[src/rtl/rv32i_pkg.sv]
// Shared definitions for the data-memory path: load/store width encodings,
// arbiter FSM states, port identifiers and the muxed memory request record.
package rv32i_pkg;

  // Load/store funct3 width encodings
  localparam logic [2:0] SIGNED_B  = 3'b000;
  localparam logic [2:0] SIGNED_H  = 3'b001;
  localparam logic [2:0] SIGNED_W  = 3'b010;
  localparam logic [2:0] USIGNED_B = 3'b100;
  localparam logic [2:0] USIGNED_H = 3'b101;

  typedef enum logic [0:0] {
    ARB    = 1'b0,
    LOCKED = 1'b1
  } arb_state_e;

  localparam logic PORT_CORE = 1'b0;
  localparam logic PORT_DMA  = 1'b1;

  typedef struct packed {
    logic        we;
    logic [2:0]  width;
    logic [31:0] addr;
    logic [31:0] wdata;
  } mem_req_t;

endpackage

[src/rtl/dmem_access_check.sv]
// Combinational legality check of one memory request: natural alignment for
// its width and word index inside the memory.
module dmem_access_check
  import rv32i_pkg::*;
#(
  parameter int DEPTH_WORDS = 200
) (
  input  logic [2:0]  width,
  input  logic [31:0] addr,
  output logic        misaligned,
  output logic        out_of_range,
  output logic        err
);

  always_comb begin
    misaligned = 1'b0;
    case (width)
      SIGNED_B, USIGNED_B: misaligned = 1'b0;
      SIGNED_H, USIGNED_H: misaligned = addr[0];
      SIGNED_W:            misaligned = (addr[1:0] != 2'b00);
      default:             misaligned = 1'b0;
    endcase
  end

  assign out_of_range = ({2'b00, addr[31:2]} >= 32'(DEPTH_WORDS));
  assign err          = misaligned | out_of_range;

endmodule

[src/rtl/dmem_arbiter.sv]
// Two-port (core / DMA) round-robin arbiter in front of a single data memory,
// with DMA burst locking bounded by LOCK_MAX and one-cycle registered responses.
module dmem_arbiter
  import rv32i_pkg::*;
#(
  parameter int DEPTH_WORDS = 200,
  parameter int LOCK_MAX    = 8
) (
  input  logic        clk,
  input  logic        reset,
  input  logic        c_valid,
  output logic        c_ready,
  input  logic        c_we,
  input  logic [2:0]  c_width,
  input  logic [31:0] c_addr,
  input  logic [31:0] c_wdata,
  output logic        c_rsp_valid,
  output logic [31:0] c_rsp_rdata,
  output logic        c_rsp_err,
  input  logic        d_valid,
  output logic        d_ready,
  input  logic        d_we,
  input  logic [2:0]  d_width,
  input  logic [31:0] d_addr,
  input  logic [31:0] d_wdata,
  input  logic        d_lock,
  output logic        d_rsp_valid,
  output logic [31:0] d_rsp_rdata,
  output logic        d_rsp_err,
  output logic        mem_we,
  output logic [2:0]  mem_width,
  output logic [31:0] mem_addr,
  output logic [31:0] mem_wdata,
  input  logic [31:0] mem_rdata
);

  localparam int CNT_W = $clog2(LOCK_MAX + 1);

  arb_state_e       state_q, state_d;
  logic             last_gnt_q, last_gnt_d;
  logic [CNT_W-1:0] lock_cnt_q, lock_cnt_d;

  logic             c_rsp_valid_q, c_rsp_valid_d;
  logic             c_rsp_err_q, c_rsp_err_d;
  logic [31:0]      c_rsp_rdata_q, c_rsp_rdata_d;
  logic             d_rsp_valid_q, d_rsp_valid_d;
  logic             d_rsp_err_q, d_rsp_err_d;
  logic [31:0]      d_rsp_rdata_q, d_rsp_rdata_d;

  logic             gnt_c, gnt_d;
  mem_req_t         sel_req;
  logic             chk_misaligned, chk_out_of_range, chk_err;
  logic [31:0]      rsp_rdata;

  // Grant: LOCKED serves only the DMA; in ARB the port that did not win last
  // time takes a contended cycle.
  always_comb begin
    gnt_c = 1'b0;
    gnt_d = 1'b0;
    if (state_q == LOCKED) begin
      gnt_d = d_valid;
    end else if (c_valid && d_valid) begin
      if (last_gnt_q == PORT_CORE) gnt_d = 1'b1;
      else                         gnt_c = 1'b1;
    end else begin
      gnt_c = c_valid;
      gnt_d = d_valid;
    end
  end

  assign c_ready = gnt_c;
  assign d_ready = gnt_d;

  always_comb begin
    sel_req = '0;
    if (gnt_d) begin
      sel_req.we    = d_we;
      sel_req.width = d_width;
      sel_req.addr  = d_addr;
      sel_req.wdata = d_wdata;
    end else if (gnt_c) begin
      sel_req.we    = c_we;
      sel_req.width = c_width;
      sel_req.addr  = c_addr;
      sel_req.wdata = c_wdata;
    end
  end

  dmem_access_check #(
    .DEPTH_WORDS (DEPTH_WORDS)
  ) u_check (
    .width        (sel_req.width),
    .addr         (sel_req.addr),
    .misaligned   (chk_misaligned),
    .out_of_range (chk_out_of_range),
    .err          (chk_err)
  );

  // Illegal stores never reach the memory; other fields pass through as-is.
  assign mem_we    = sel_req.we & ~chk_err;
  assign mem_width = sel_req.width;
  assign mem_addr  = sel_req.addr;
  assign mem_wdata = sel_req.wdata;

  assign rsp_rdata = (sel_req.we || chk_err) ? 32'h0 : mem_rdata;

  always_comb begin
    state_d    = state_q;
    last_gnt_d = last_gnt_q;
    lock_cnt_d = lock_cnt_q;
    if (gnt_c) last_gnt_d = PORT_CORE;
    if (gnt_d) last_gnt_d = PORT_DMA;
    case (state_q)
      ARB: begin
        // The entering transfer is the first grant of the burst.
        if (gnt_d && d_lock && (LOCK_MAX > 1)) begin
          state_d    = LOCKED;
          lock_cnt_d = CNT_W'(1);
        end
      end
      LOCKED: begin
        if (gnt_d) lock_cnt_d = lock_cnt_q + CNT_W'(1);
        if (!d_lock) begin
          state_d    = ARB;
          lock_cnt_d = '0;
        end else if (gnt_d && ((lock_cnt_q + CNT_W'(1)) >= CNT_W'(LOCK_MAX))) begin
          state_d    = ARB;
          lock_cnt_d = '0;
          last_gnt_d = PORT_DMA;
        end
      end
      default: begin
        state_d    = ARB;
        lock_cnt_d = '0;
      end
    endcase
  end

  always_comb begin
    c_rsp_valid_d = gnt_c;
    c_rsp_err_d   = gnt_c & chk_err;
    c_rsp_rdata_d = gnt_c ? rsp_rdata : 32'h0;
    d_rsp_valid_d = gnt_d;
    d_rsp_err_d   = gnt_d & chk_err;
    d_rsp_rdata_d = gnt_d ? rsp_rdata : 32'h0;
  end

  always_ff @(posedge clk or posedge reset) begin
    if (reset) begin
      state_q       <= ARB;
      last_gnt_q    <= PORT_DMA;
      lock_cnt_q    <= '0;
      c_rsp_valid_q <= 1'b0;
      c_rsp_err_q   <= 1'b0;
      c_rsp_rdata_q <= 32'h0;
      d_rsp_valid_q <= 1'b0;
      d_rsp_err_q   <= 1'b0;
      d_rsp_rdata_q <= 32'h0;
    end else begin
      state_q       <= state_d;
      last_gnt_q    <= last_gnt_d;
      lock_cnt_q    <= lock_cnt_d;
      c_rsp_valid_q <= c_rsp_valid_d;
      c_rsp_err_q   <= c_rsp_err_d;
      c_rsp_rdata_q <= c_rsp_rdata_d;
      d_rsp_valid_q <= d_rsp_valid_d;
      d_rsp_err_q   <= d_rsp_err_d;
      d_rsp_rdata_q <= d_rsp_rdata_d;
    end
  end

  assign c_rsp_valid = c_rsp_valid_q;
  assign c_rsp_err   = c_rsp_err_q;
  assign c_rsp_rdata = c_rsp_rdata_q;
  assign d_rsp_valid = d_rsp_valid_q;
  assign d_rsp_err   = d_rsp_err_q;
  assign d_rsp_rdata = d_rsp_rdata_q;

endmodule

[config.mk]
export PLATFORM = sky130hd
export DESIGN_NAME = dmem_arbiter
export DESIGN_NICKNAME = d
export VERILOG_FILES = /design/src/rtl/rv32i_pkg.sv /design/src/rtl/dmem_access_check.sv /design/src/rtl/dmem_arbiter.sv
export SDC_FILE = /design/constraint.sdc
export NUM_CORES = 1
export LEC_CHECK = 0
export BUFFER_PORTS_ARGS = -buffer_cell sky130_fd_sc_hd__buf_2
export CORE_AREA = 2 2 120 122
export CTS_CLUSTER_DIAMETER = 40
export DETAILED_ROUTE_END_ITERATION = 10
export DIE_AREA = 0 0 122 124
export GPL_TIMING_DRIVEN = 0
export PLACE_DENSITY = 0.76
export SLEW_MARGIN = 15
export SYNTH_ARGS = -nofsm -noshare
export SYNTH_HDL_FRONTEND = slang
export SYNTH_SLANG_ARGS = --single-unit
[constraint.sdc]
create_clock -name clk -period 3.1 [get_ports clk]
set_clock_uncertainty 0.05 [all_clocks]
set_input_delay 0.93 -clock clk [delete_from_list [all_inputs] [get_ports clk]]
set_output_delay 0.93 -clock clk [all_outputs]
set_load 0.02 [all_outputs]
==> results_dict.tcl <==
set metrics [dict create \
    grt_setup_unrepaired "true" \
    synth.distinct_cells 39 \
    detail_route.wl_per_cell_um 18.7 \
    hold_ws_ns 0.452 \
    htree_levels 3 \
    comb_power_share_pct 35.5 \
    vias 5011 \
    path_class "in -> out" \
    cp-end-kind "output pin" \
    start_util_pct 30.5 \
    row_count 43 \
    dr.pass1.iters 5 \
    hpwl_um 14800 \
    cts_inserted_buffers 9 \
    chipHeight_um 124 \
    fin_crit_sh_pct 111 \
    outcome "finished, violations left" \
    grt_max_degree 65 \
    async_reset_ff_share_pct 100 \
    antenna_found_initial 5 \
    vias_per_cell 5.00 \
    peakVddDrop_uv 237 \
    root_buffer "clkbuf_16" \
    dieArea_um2 15100 \
    grt_overflow_total 0 \
    path_max_fanout 2 \
    netSwitchingPower_mw 1.09 \
    max_freq_mhz 290 \
    netlist_area_um2 4190 \
    swShare_pct 34.1 \
    post-route-min-period_ns 3.45 \
    clk_pin_slew_ns 0.06 \
    ys.warnings.count 0 \
    setup_viol 1 \
    critPathLaunchType "primary input" \
    cellPowerDensity_nw_per_um2 460 \
    seqPwrFrac_pct 31.9 \
    cp.required_ns 2.12 \
    worst_slack_ns -0.349 \
    nNetsFinal 988 \
    maxSlewViolCount 0 \
    finalSetupTns_ns -0.349 \
    cts_sinks 74 \
    path_common_cell "buf_6" \
    seq_area_frac_synth_pct 44.2 \
    drt_iter0_markers 327 \
    critPathSlowestCell "or4_4" \
    synth_flop_cell "dfrtp_1" \
    leakage_nw 3.70 \
    gp_congestion 0.927 \
    clk_path_buf_depth 2 \
    drive_gt1_share_pct 53.7 \
    p_clk_share_pct 32.7 \
    power.internal_mw 2.12 \
    drv_cap 0 \
    finalPower_mw 3.21 \
    remaining_drc_errors 0 \
    grt_pass1_vias 4844 \
    pre_cts_ws_ns -0.931 \
    die_w_um 122 \
    relSlewSlack_pct 65.7 \
    grt_pass1_wl_um 27200 \
    dp_cells 964 \
    portBuffers 310 \
    syn_inst 473 \
    core_area_um2 13700 \
    arrival_ns 2.47 \
    syn-num-nets 647 \
    cts_tree "yes" \
    postLayoutCellArea_um2 6980 \
    worstPathCellList "buf_6, or4_4, o41ai_4, nand4_1, buf_6, nor3_4, buf_6" \
    fin_util_pct 50.9 \
    layout.cells.non_filler 1003 \
    wirelength_um 18700 \
    crit_path_max_incr_delay_ns 0.56 \
    ant_nets 0 \
    synth_edf_count 0 \
    placed_cell_area_um2 6020 \
    violations "negative setup slack" \
    syn_avg_cell_area_um2 8.86 \
    yosys-top-cells-count "91 x nand2_1, 73 x dfrtp_1, 65 x nand3b_1, 38 x nand3_1, 36 x nor3_1" \
    ios 311 \
    synth_largest_area_cell "dfrtp_1" \
    clk_latency_ns 0.33 \
    hold_viol_final 0 \
    ys_ff_latch 74 \
    grtUsageTotal_pct 24.1 \
    synth_area_leaders "dfrtp_1 44%, nand3b_1 12%, nand2_1 8.2%, nor3_2 7.2%, nand3_1 4.5%" \
    tightest_slew_ns 0.515 \
    synth_most_common_cell "nand2_1" \
    area_delta_synth_final_pct 66.6 \
    synth_top_area_share_pct 43.6 \
    min_path_type "in -> async" \
]
==> kinds of logic after synthesis <==
logic type	share of synthesized area (%)
AND/OR/NAND/NOR	40.1
flip-flops	44.2
buffers and inverters	5.91
AO/OA/AOI/OAI	9.23
XOR/XNOR	0.209
adder cells (fa/ha/maj)	0.299
==> worst max-delay path, delay by kind of cell <==
| family | cells | cell delay, ns |
|---|---|---|
| buffers and inverters | 3 | 0.39 |
| and+or+nand+nor | 3 | 0.82 |
| AOI/OAI and AO/OA | 1 | 0.33 |
==> timing repair <==
item	CTS	global route
cloned	2	0
resized for setup	130	26
setup buffers	20	0
hold buffers	0	0
setup endpoints to repair	65	75
pin swaps	8	4
==> layout make-up <==
class,count,area (um^2)
diodes,4,10.0
plain buffers,43,304
clock buffers,10,239
clock inverters,6,65.1
fillers,1304,6740
inverters,9,41.3
multi-input cells,344,2220
flip-flops and latches,74,1850
well taps,180,225
repair buffers,333,2020
==> cells in the final DEF (no fill, tap or decap), types with 2 or more instances in the layout <==
cell type  instances
clkbuf_2           7
clkbuf_8           2
or4_4              2
dfrtp_1           73
buf_6             36
nand2_1           79
buf_8              3
clkbuf_1          13
o21a_1             2
nor4_2             2
nor2_1             5
o311ai_2           2
inv_1              6
a32o_1             2
a22o_1            19
nand4_1            3
clkbuf_4           3
nand2_2           12
buf_4             29
a21oi_1            5
buf_12             3
clkbuf_16          9
buf_16             3
diode_2            4
nand3_1           38
and2_1             8
nor4_1             6
nand3b_1          65
o22ai_1            2
o21ai_0           10
nor3_1            32
nor3_2            33
buf_2            278
inv_4              3
clkinv_2           2
o21ai_1            2
==> flip-flops by register name, indices dropped and copies added, names as in the netlist <==
name,cells
c_rsp_err,1
c_rsp_rdata,32
c_rsp_valid,1
d_rsp_err,1
d_rsp_rdata,32
d_rsp_valid,1
last_gnt_q,1
lock_cnt_q,4
state_q,1
==> power groups by stage <==
stage / clock network, mW / logic, mW / registers [mW]
2_1_floorplan: 0 / 0.515 / 1.08
4_1_cts: 1.07 / 1.13 / 1.02
5_1_grt: 1.11 / 1.22 / 1.03
3_3_place_gp: 0 / 0.939 / 1.04
3_5_place_dp: 0 / 0.952 / 1.04
6_report: 1.05 / 1.14 / 1.02
==> worst paths after layout <==
path / start / end / slack (ns) / depth (start not counted)
setup / recovery: c_addr[24] / mem_we / -0.35 / 7
hold / removal: reset / d_rsp_rdata[28] / 0.45 / 2
setup reg to reg: last_gnt_q / c_rsp_rdata[5] / 0.26 / 11
hold reg to reg: last_gnt_q / last_gnt_q / 0.47 / 2
max in group asynchronous: reset / c_rsp_rdata[6] / 1.99 / 3
min in group clk: last_gnt_q / last_gnt_q / 0.47 / 2
==> layer usage <==
layer	part of all wire [%]	wire (um)	track usage, %	vias to the layer above
li1	-	-	-	2360
met1	39	7230	28.1	2369
met2	50	9310	41.7	244
met3	8.2	1540	6.87	36
met4	3.4	631	9.55	2
met5	0.069	13	0	-
Power figures use the tool's default switching activity.
